==> src/rtl/alu_muldiv_seq.sv <==
// Iterative unsigned multiply (shift-add) / divide (restoring) unit behind a valid/ready handshake.
// Optional build macro MULDIV_REM_EN adds select 4'b0100 = unsigned remainder on the divide datapath.
module alu_muldiv_seq #(
    parameter int N = 32
) (
    input  logic         clk,
    input  logic         rst_n,
    input  logic         in_valid,
    output logic         in_ready,
    input  logic [N-1:0] A,
    input  logic [N-1:0] B,
    input  logic [3:0]   select,
    output logic         out_valid,
    input  logic         out_ready,
    output logic [N-1:0] res,
    output logic         div_zero
);

    localparam int CW = $clog2(N) + 1;

    localparam logic [1:0] S_IDLE = 2'd0;
    localparam logic [1:0] S_BUSY = 2'd1;
    localparam logic [1:0] S_DONE = 2'd2;

    localparam logic [1:0] OP_MUL = 2'd0;
    localparam logic [1:0] OP_DIV = 2'd1;
    localparam logic [1:0] OP_REM = 2'd2;

    localparam logic [3:0] SEL_MUL = 4'b0010;
    localparam logic [3:0] SEL_DIV = 4'b0011;
    localparam logic [3:0] SEL_REM = 4'b0100;

    localparam logic [CW-1:0] CNT_LAST = CW'(N - 1);
    localparam logic [CW-1:0] CNT_ONE  = {{(CW-1){1'b0}}, 1'b1};

    logic [1:0]    r_state;
    logic [1:0]    r_op;
    logic [CW-1:0] r_cnt;
    logic [N-1:0]  r_a;
    logic [N-1:0]  r_b;
    logic [N-1:0]  r_acc;
    logic [N:0]    r_rem;
    logic [N-1:0]  r_res;
    logic          r_dz;
    logic          r_in_ready;
    logic          r_out_valid;

    logic [N:0]    w_rem_shift;
    logic          w_ge;
    logic [N:0]    w_rem_nxt;
    logic [N-1:0]  w_quo_nxt;
    logic [N-1:0]  w_acc_nxt;
    logic [N-1:0]  w_fin;
    logic          w_is_mul;
    logic          w_is_div;
    logic          w_is_rem;
    logic          w_b_zero;
    logic          w_go_busy;
    logic [1:0]    w_op;
    logic [N-1:0]  w_fast_res;
    logic          w_fast_dz;

    assign in_ready  = r_in_ready;
    assign out_valid = r_out_valid;
    assign res       = r_res;
    assign div_zero  = r_dz;

    // One iteration of each datapath: shift-add multiply step and restoring divide step.
    always_comb begin
        w_rem_shift = {r_rem[N-1:0], r_a[N-1]};
        // r_rem[N] is always clear between steps; folding it in keeps the compare full-width.
        w_ge        = r_rem[N] | (w_rem_shift >= {1'b0, r_b});
        if (w_ge) begin
            w_rem_nxt = w_rem_shift - {1'b0, r_b};
        end else begin
            w_rem_nxt = w_rem_shift;
        end
        w_quo_nxt = {r_a[N-2:0], w_ge};
        if (r_b[0]) begin
            w_acc_nxt = r_acc + r_a;
        end else begin
            w_acc_nxt = r_acc;
        end
    end

    // Result captured on the final BUSY iteration.
    always_comb begin
        w_fin = {N{1'b0}};
        case (r_op)
            OP_MUL:  w_fin = w_acc_nxt;
            OP_DIV:  w_fin = w_quo_nxt;
`ifdef MULDIV_REM_EN
            OP_REM:  w_fin = w_rem_nxt[N-1:0];
`endif
            default: w_fin = {N{1'b0}};
        endcase
    end

    // Request decode: choose between the iterative path and single-edge completion.
    always_comb begin
        w_is_mul = (select == SEL_MUL);
        w_is_div = (select == SEL_DIV);
`ifdef MULDIV_REM_EN
        w_is_rem = (select == SEL_REM);
`else
        w_is_rem = 1'b0;
`endif
        w_b_zero  = (B == {N{1'b0}});
        w_go_busy = w_is_mul | ((w_is_div | w_is_rem) & ~w_b_zero);
        if (w_is_mul) begin
            w_op = OP_MUL;
        end else if (w_is_rem) begin
            w_op = OP_REM;
        end else begin
            w_op = OP_DIV;
        end
        w_fast_dz  = (w_is_div | w_is_rem) & w_b_zero;
        if (w_is_div & w_b_zero) begin
            w_fast_res = {N{1'b1}};
        end else if (w_is_rem & w_b_zero) begin
            w_fast_res = A;
        end else begin
            w_fast_res = {N{1'b0}};
        end
    end

    // Control FSM and datapath registers.
    always_ff @(posedge clk) begin
        if (!rst_n) begin
            r_state     <= S_IDLE;
            r_op        <= OP_MUL;
            r_cnt       <= {CW{1'b0}};
            r_a         <= {N{1'b0}};
            r_b         <= {N{1'b0}};
            r_acc       <= {N{1'b0}};
            r_rem       <= {(N+1){1'b0}};
            r_res       <= {N{1'b0}};
            r_dz        <= 1'b0;
            r_in_ready  <= 1'b1;
            r_out_valid <= 1'b0;
        end else begin
            case (r_state)
                S_IDLE: begin
                    if (in_valid) begin
                        r_a        <= A;
                        r_b        <= B;
                        r_cnt      <= {CW{1'b0}};
                        r_acc      <= {N{1'b0}};
                        r_rem      <= {(N+1){1'b0}};
                        r_op       <= w_op;
                        r_in_ready <= 1'b0;
                        if (w_go_busy) begin
                            r_state <= S_BUSY;
                        end else begin
                            r_state     <= S_DONE;
                            r_out_valid <= 1'b1;
                            r_res       <= w_fast_res;
                            r_dz        <= w_fast_dz;
                        end
                    end
                end
                S_BUSY: begin
                    r_cnt <= r_cnt + CNT_ONE;
                    if (r_op == OP_MUL) begin
                        r_acc <= w_acc_nxt;
                        r_a   <= {r_a[N-2:0], 1'b0};
                        r_b   <= {1'b0, r_b[N-1:1]};
                    end else begin
                        r_rem <= w_rem_nxt;
                        r_a   <= w_quo_nxt;
                    end
                    if (r_cnt == CNT_LAST) begin
                        r_state     <= S_DONE;
                        r_out_valid <= 1'b1;
                        r_res       <= w_fin;
                        r_dz        <= 1'b0;
                    end
                end
                S_DONE: begin
                    if (out_ready) begin
                        r_state     <= S_IDLE;
                        r_out_valid <= 1'b0;
                        r_in_ready  <= 1'b1;
                    end
                end
                default: begin
                    r_state     <= S_IDLE;
                    r_out_valid <= 1'b0;
                    r_in_ready  <= 1'b1;
                end
            endcase
        end
    end

endmodule

==> config.mk <==
export PLATFORM = sky130hd
export DESIGN_NAME = alu_muldiv_seq
export DESIGN_NICKNAME = d
export VERILOG_FILES = /design/src/rtl/alu_muldiv_seq.sv
export SDC_FILE = /design/constraint.sdc
export NUM_CORES = 1
export LEC_CHECK = 0
export CORE_UTILIZATION = 40
export DETAILED_ROUTE_END_ITERATION = 12
export SYNTH_ARGS = -nofsm -noshare
export SYNTH_HDL_FRONTEND = slang
export SYNTH_SLANG_ARGS = --single-unit
==> constraint.sdc <==
create_clock -name clk -period 4.3 [get_ports clk]
set_clock_uncertainty 0.05 [all_clocks]
set_input_delay 0.43 -clock clk [delete_from_list [all_inputs] [get_ports clk]]
set_output_delay 0.43 -clock clk [all_outputs]
set_load 0.005 [all_outputs]
==> out/results.tsv <==
metric	value	unit
hold_sp	r_rem[14]$_SDFFE_PN0P_	
Synth Instances	1478	
CP max FO	18	
CTS H-tree depth	4	
met2 usage	41.8	%
width of the die	170	um
Vias/cell	5.69	
CP peak stage delay	0.68	ns
1st-iter DRT viols	839	
CORE AREA	0.0278	mm^2
drt wl/cell	17.9	um
Finish-stage setup viols	0	
CTS max path bufs	2	
detailed-route via count	10900	
first-pass GRT wire length	55.5	mm
area leader, netlist	dfxtp_1	
period utilization	76.7	%
area grow syn2layout	17.1	%
CP bufs+invs	1	
Clock Sinks	173	
Routability Congestion	0.915	
RSZ-0062 raised after global routing	false	
Die Area	0.0288	mm^2
GRT Residual Overflow	0	
setup TNS	0	ns
final WL	34.4	mm
setup ws final	1.00	ns
DRT antenna net count	0	
synth unique cells	84	
Worst EP required	4.58	ns
Post-CTS Hold Buffers	0	
reg2reg start	r_b[14]$_SDFFE_PN0P_	
Top FF cell, synth	dfxtp_1	
headroom to the max-slew limit	43.6	%
largest cells by area after synthesis	dfxtp_1, nand2_1, ha_1	
final instance area	0.0132	mm^2
M3 GR Usage	3.16	%
Total GRT Usage	24.2	%
crit-path cells	inv_1 > ha_1 > a21o_1 > a21o_1 > a21oi_1 > o21ai_0 > or3_1 > o21bai_4 > and2_1 > o21ai_0 > a22o_1	
Clock transition at path regs	0.07	ns
Synth top area share	30.7	%
initial core utilization	40.6	%
Hold Path Class	register to register	
grt met1 use	31.3	%
DRC	0	
# IOs	107	
first-pass detailed-route iteration total	5	
Slew Limit Fails	0	
DP Worst Slack	1.07	ns
measured slew at the worst slew-check pin	0.844	ns
Max-Cap Viols	0	
port bufs	106	
num rows	61	
largest net degree at the start of global routing	73	
Cell Pwr Density	325	mW/mm^2
Critical Path AT	3.58	ns
Worst Path Class, Setup	register to register	
CTS tree	yes	
status	finished, final reports clean	
Endpoint, Worst Hold	r_rem[14]$_SDFFE_PN0P_	
clk root buf	clkbuf_16	
R2R setup slack	1.00	ns
cell depth of the worst flop-to-flop path	11	
fraction of registers with async set/reset	0	%
Tot Pwr	4290	uW
Worst R2R End	r_rem[10]$_SDFFE_PN0P_	
Post-synth EDFFs	0	
maximum vdd drop	0.000252	V
Seq/Total Area, Yosys	30.7	%
post-CTS sizing	0	
insertion delay to the later sink of the worst-skew pair	0.45	ns
Detailed Place HPWL	24.5	mm
FF+latch count, synth	173	
busiest grt layer	met2	
endpoints failing hold	0	
CP max stage cell	and2_1	
layout cells sized above 1	6.34	%
Crit path max-delay family	compound AO/OA/AOI/OAI gates	
type of origin of the critical path	register	
Synth Cell Area	0.0113	mm^2
f_max	303	MHz
Area after DPL	0.0126	mm^2
CP Capture Type	register	
Ys Warns	0	
Die Y	170	um
antenna violations before repair	0	
syn avg cell area	7.62	um^2
final net count	1671	
Num CTS Buffers	17	
Syn Nets	1616	
minimum clock period	3.30	ns
Post-CTS Setup Inserts	0	
Leak	0.00525	uW
# diodes	0	
vias in the first global route	10400	
worst hold path depth	2	
-- flip-flops by register name, summed over array words and instances (netlist names), 2 cells and up --
signal / count
r_rem: 33
r_a: 32
r_acc: 32
r_b: 32
res: 32
r_cnt: 6
r_state: 2
-- final cells by class --
type                    count  area [um^2]
clock buffers              17          425
clock inverters            14          135
fillers                  2816        14600
inverters                  49          185
multi-input cells        1161         7250
flip-flops and latches    173         3460
well taps                 378          473
repair buffers            131         1260
-- report_power, final --
part	internal, uW	switching [uW]
Combinational	385	589
Clock	809	727
Sequential	1690	81.0
Total	2890	1400
-- synth_stat cells (all sizes together), types with 23 or more instances --
master	number
nor2b	24
inv	47
a31oi	28
nand2	222
o211ai	40
xor2	23
xnor2	34
dfxtp	173
a21o	45
nand3	44
clkbuf	78
o21ai	143
nor2	131
a311oi	33
a21oi	96
ha	64
-- worst max-delay path by stage --
stage	start	cells past startpoint	slack, ns	end
final	r_b[14]$_SDFFE_PN0P_	11	1.00	r_rem[10]$_SDFFE_PN0P_
after global routing	r_b[14]$_SDFFE_PN0P_	11	0.80	r_rem[10]$_SDFFE_PN0P_
after CTS	r_b[14]$_SDFFE_PN0P_	11	1.03	r_rem[10]$_SDFFE_PN0P_
after detailed placement	r_b[14]$_SDFFE_PN0P_	11	1.07	r_rem[10]$_SDFFE_PN0P_
after global placement	r_a[1]$_SDFFE_PN0P_	10	1.05	res[29]$_SDFFE_PN0P_
after floorplan	r_a[0]$_SDFFE_PN0P_	11	1.47	res[24]$_SDFFE_PN0P_
-- cell usage in the layout, fill, tap and decap left out, types with 8 or more instances in the layout --
master           instances
inv_1                   47
a31oi_1                 28
nor2b_1                 23
nand3_1                 44
nand2b_1                11
xnor2_1                 34
mux2i_1                 21
nor4_1                  14
o21bai_1                 9
a21o_1                  45
a32oi_1                  9
o21ai_1                 17
dfxtp_1                172
o21a_1                  11
a311oi_1                33
mux2_2                   8
clkdlybuf4s50_1        106
nand4_1                 15
nand2_1                220
ha_1                    64
buf_4                   24
clkbuf_16               17
nor3_1                  18
a211oi_1                 8
a21oi_1                 93
o211ai_1                40
o31ai_1                 10
nor2_1                 128
and3_1                  10
o21ai_0                125
xor2_1                  23
-- stage by stage --
step	hold slack, ns	instances	utilization [%]
6_report	0.423	1923	47.5
5_1_grt	0.447	1923	47.5
4_1_cts	0.427	1923	47.5
3_5_place_dp	0.409	1892	45.5
3_3_place_gp	0.390	1892	45.5
2_1_floorplan	0.368	1478	-
-- tightest hold or removal path, stage by stage (launching register included) --
cell     delay, ns
dfxtp_1       0.32
nand2_1       0.05
o21ai_1       0.05
-- cells by family after synthesis --
| family | share of synthesized area [%] |
|---|---|
| XOR/XNOR | 4.43 |
| AO/OA/AOI/OAI | 28.6 |
| adder cells (fa/ha/maj) | 7.46 |
| flip-flops | 30.7 |
| buffers and inverters | 5.13 |
| AND/OR/NAND/NOR | 21.0 |
| multiplexers | 2.66 |
-- routing by layer --
| layer | vias up | part of all wire [%] |
|---|---|---|
| li1 | 5442 | - |
| met1 | 5185 | 45 |
| met2 | 272 | 48 |
| met3 | 40 | 4.5 |
| met4 | 0 | 1.8 |
| met5 | - | 0 |
Power figures use the tool's default switching activity.
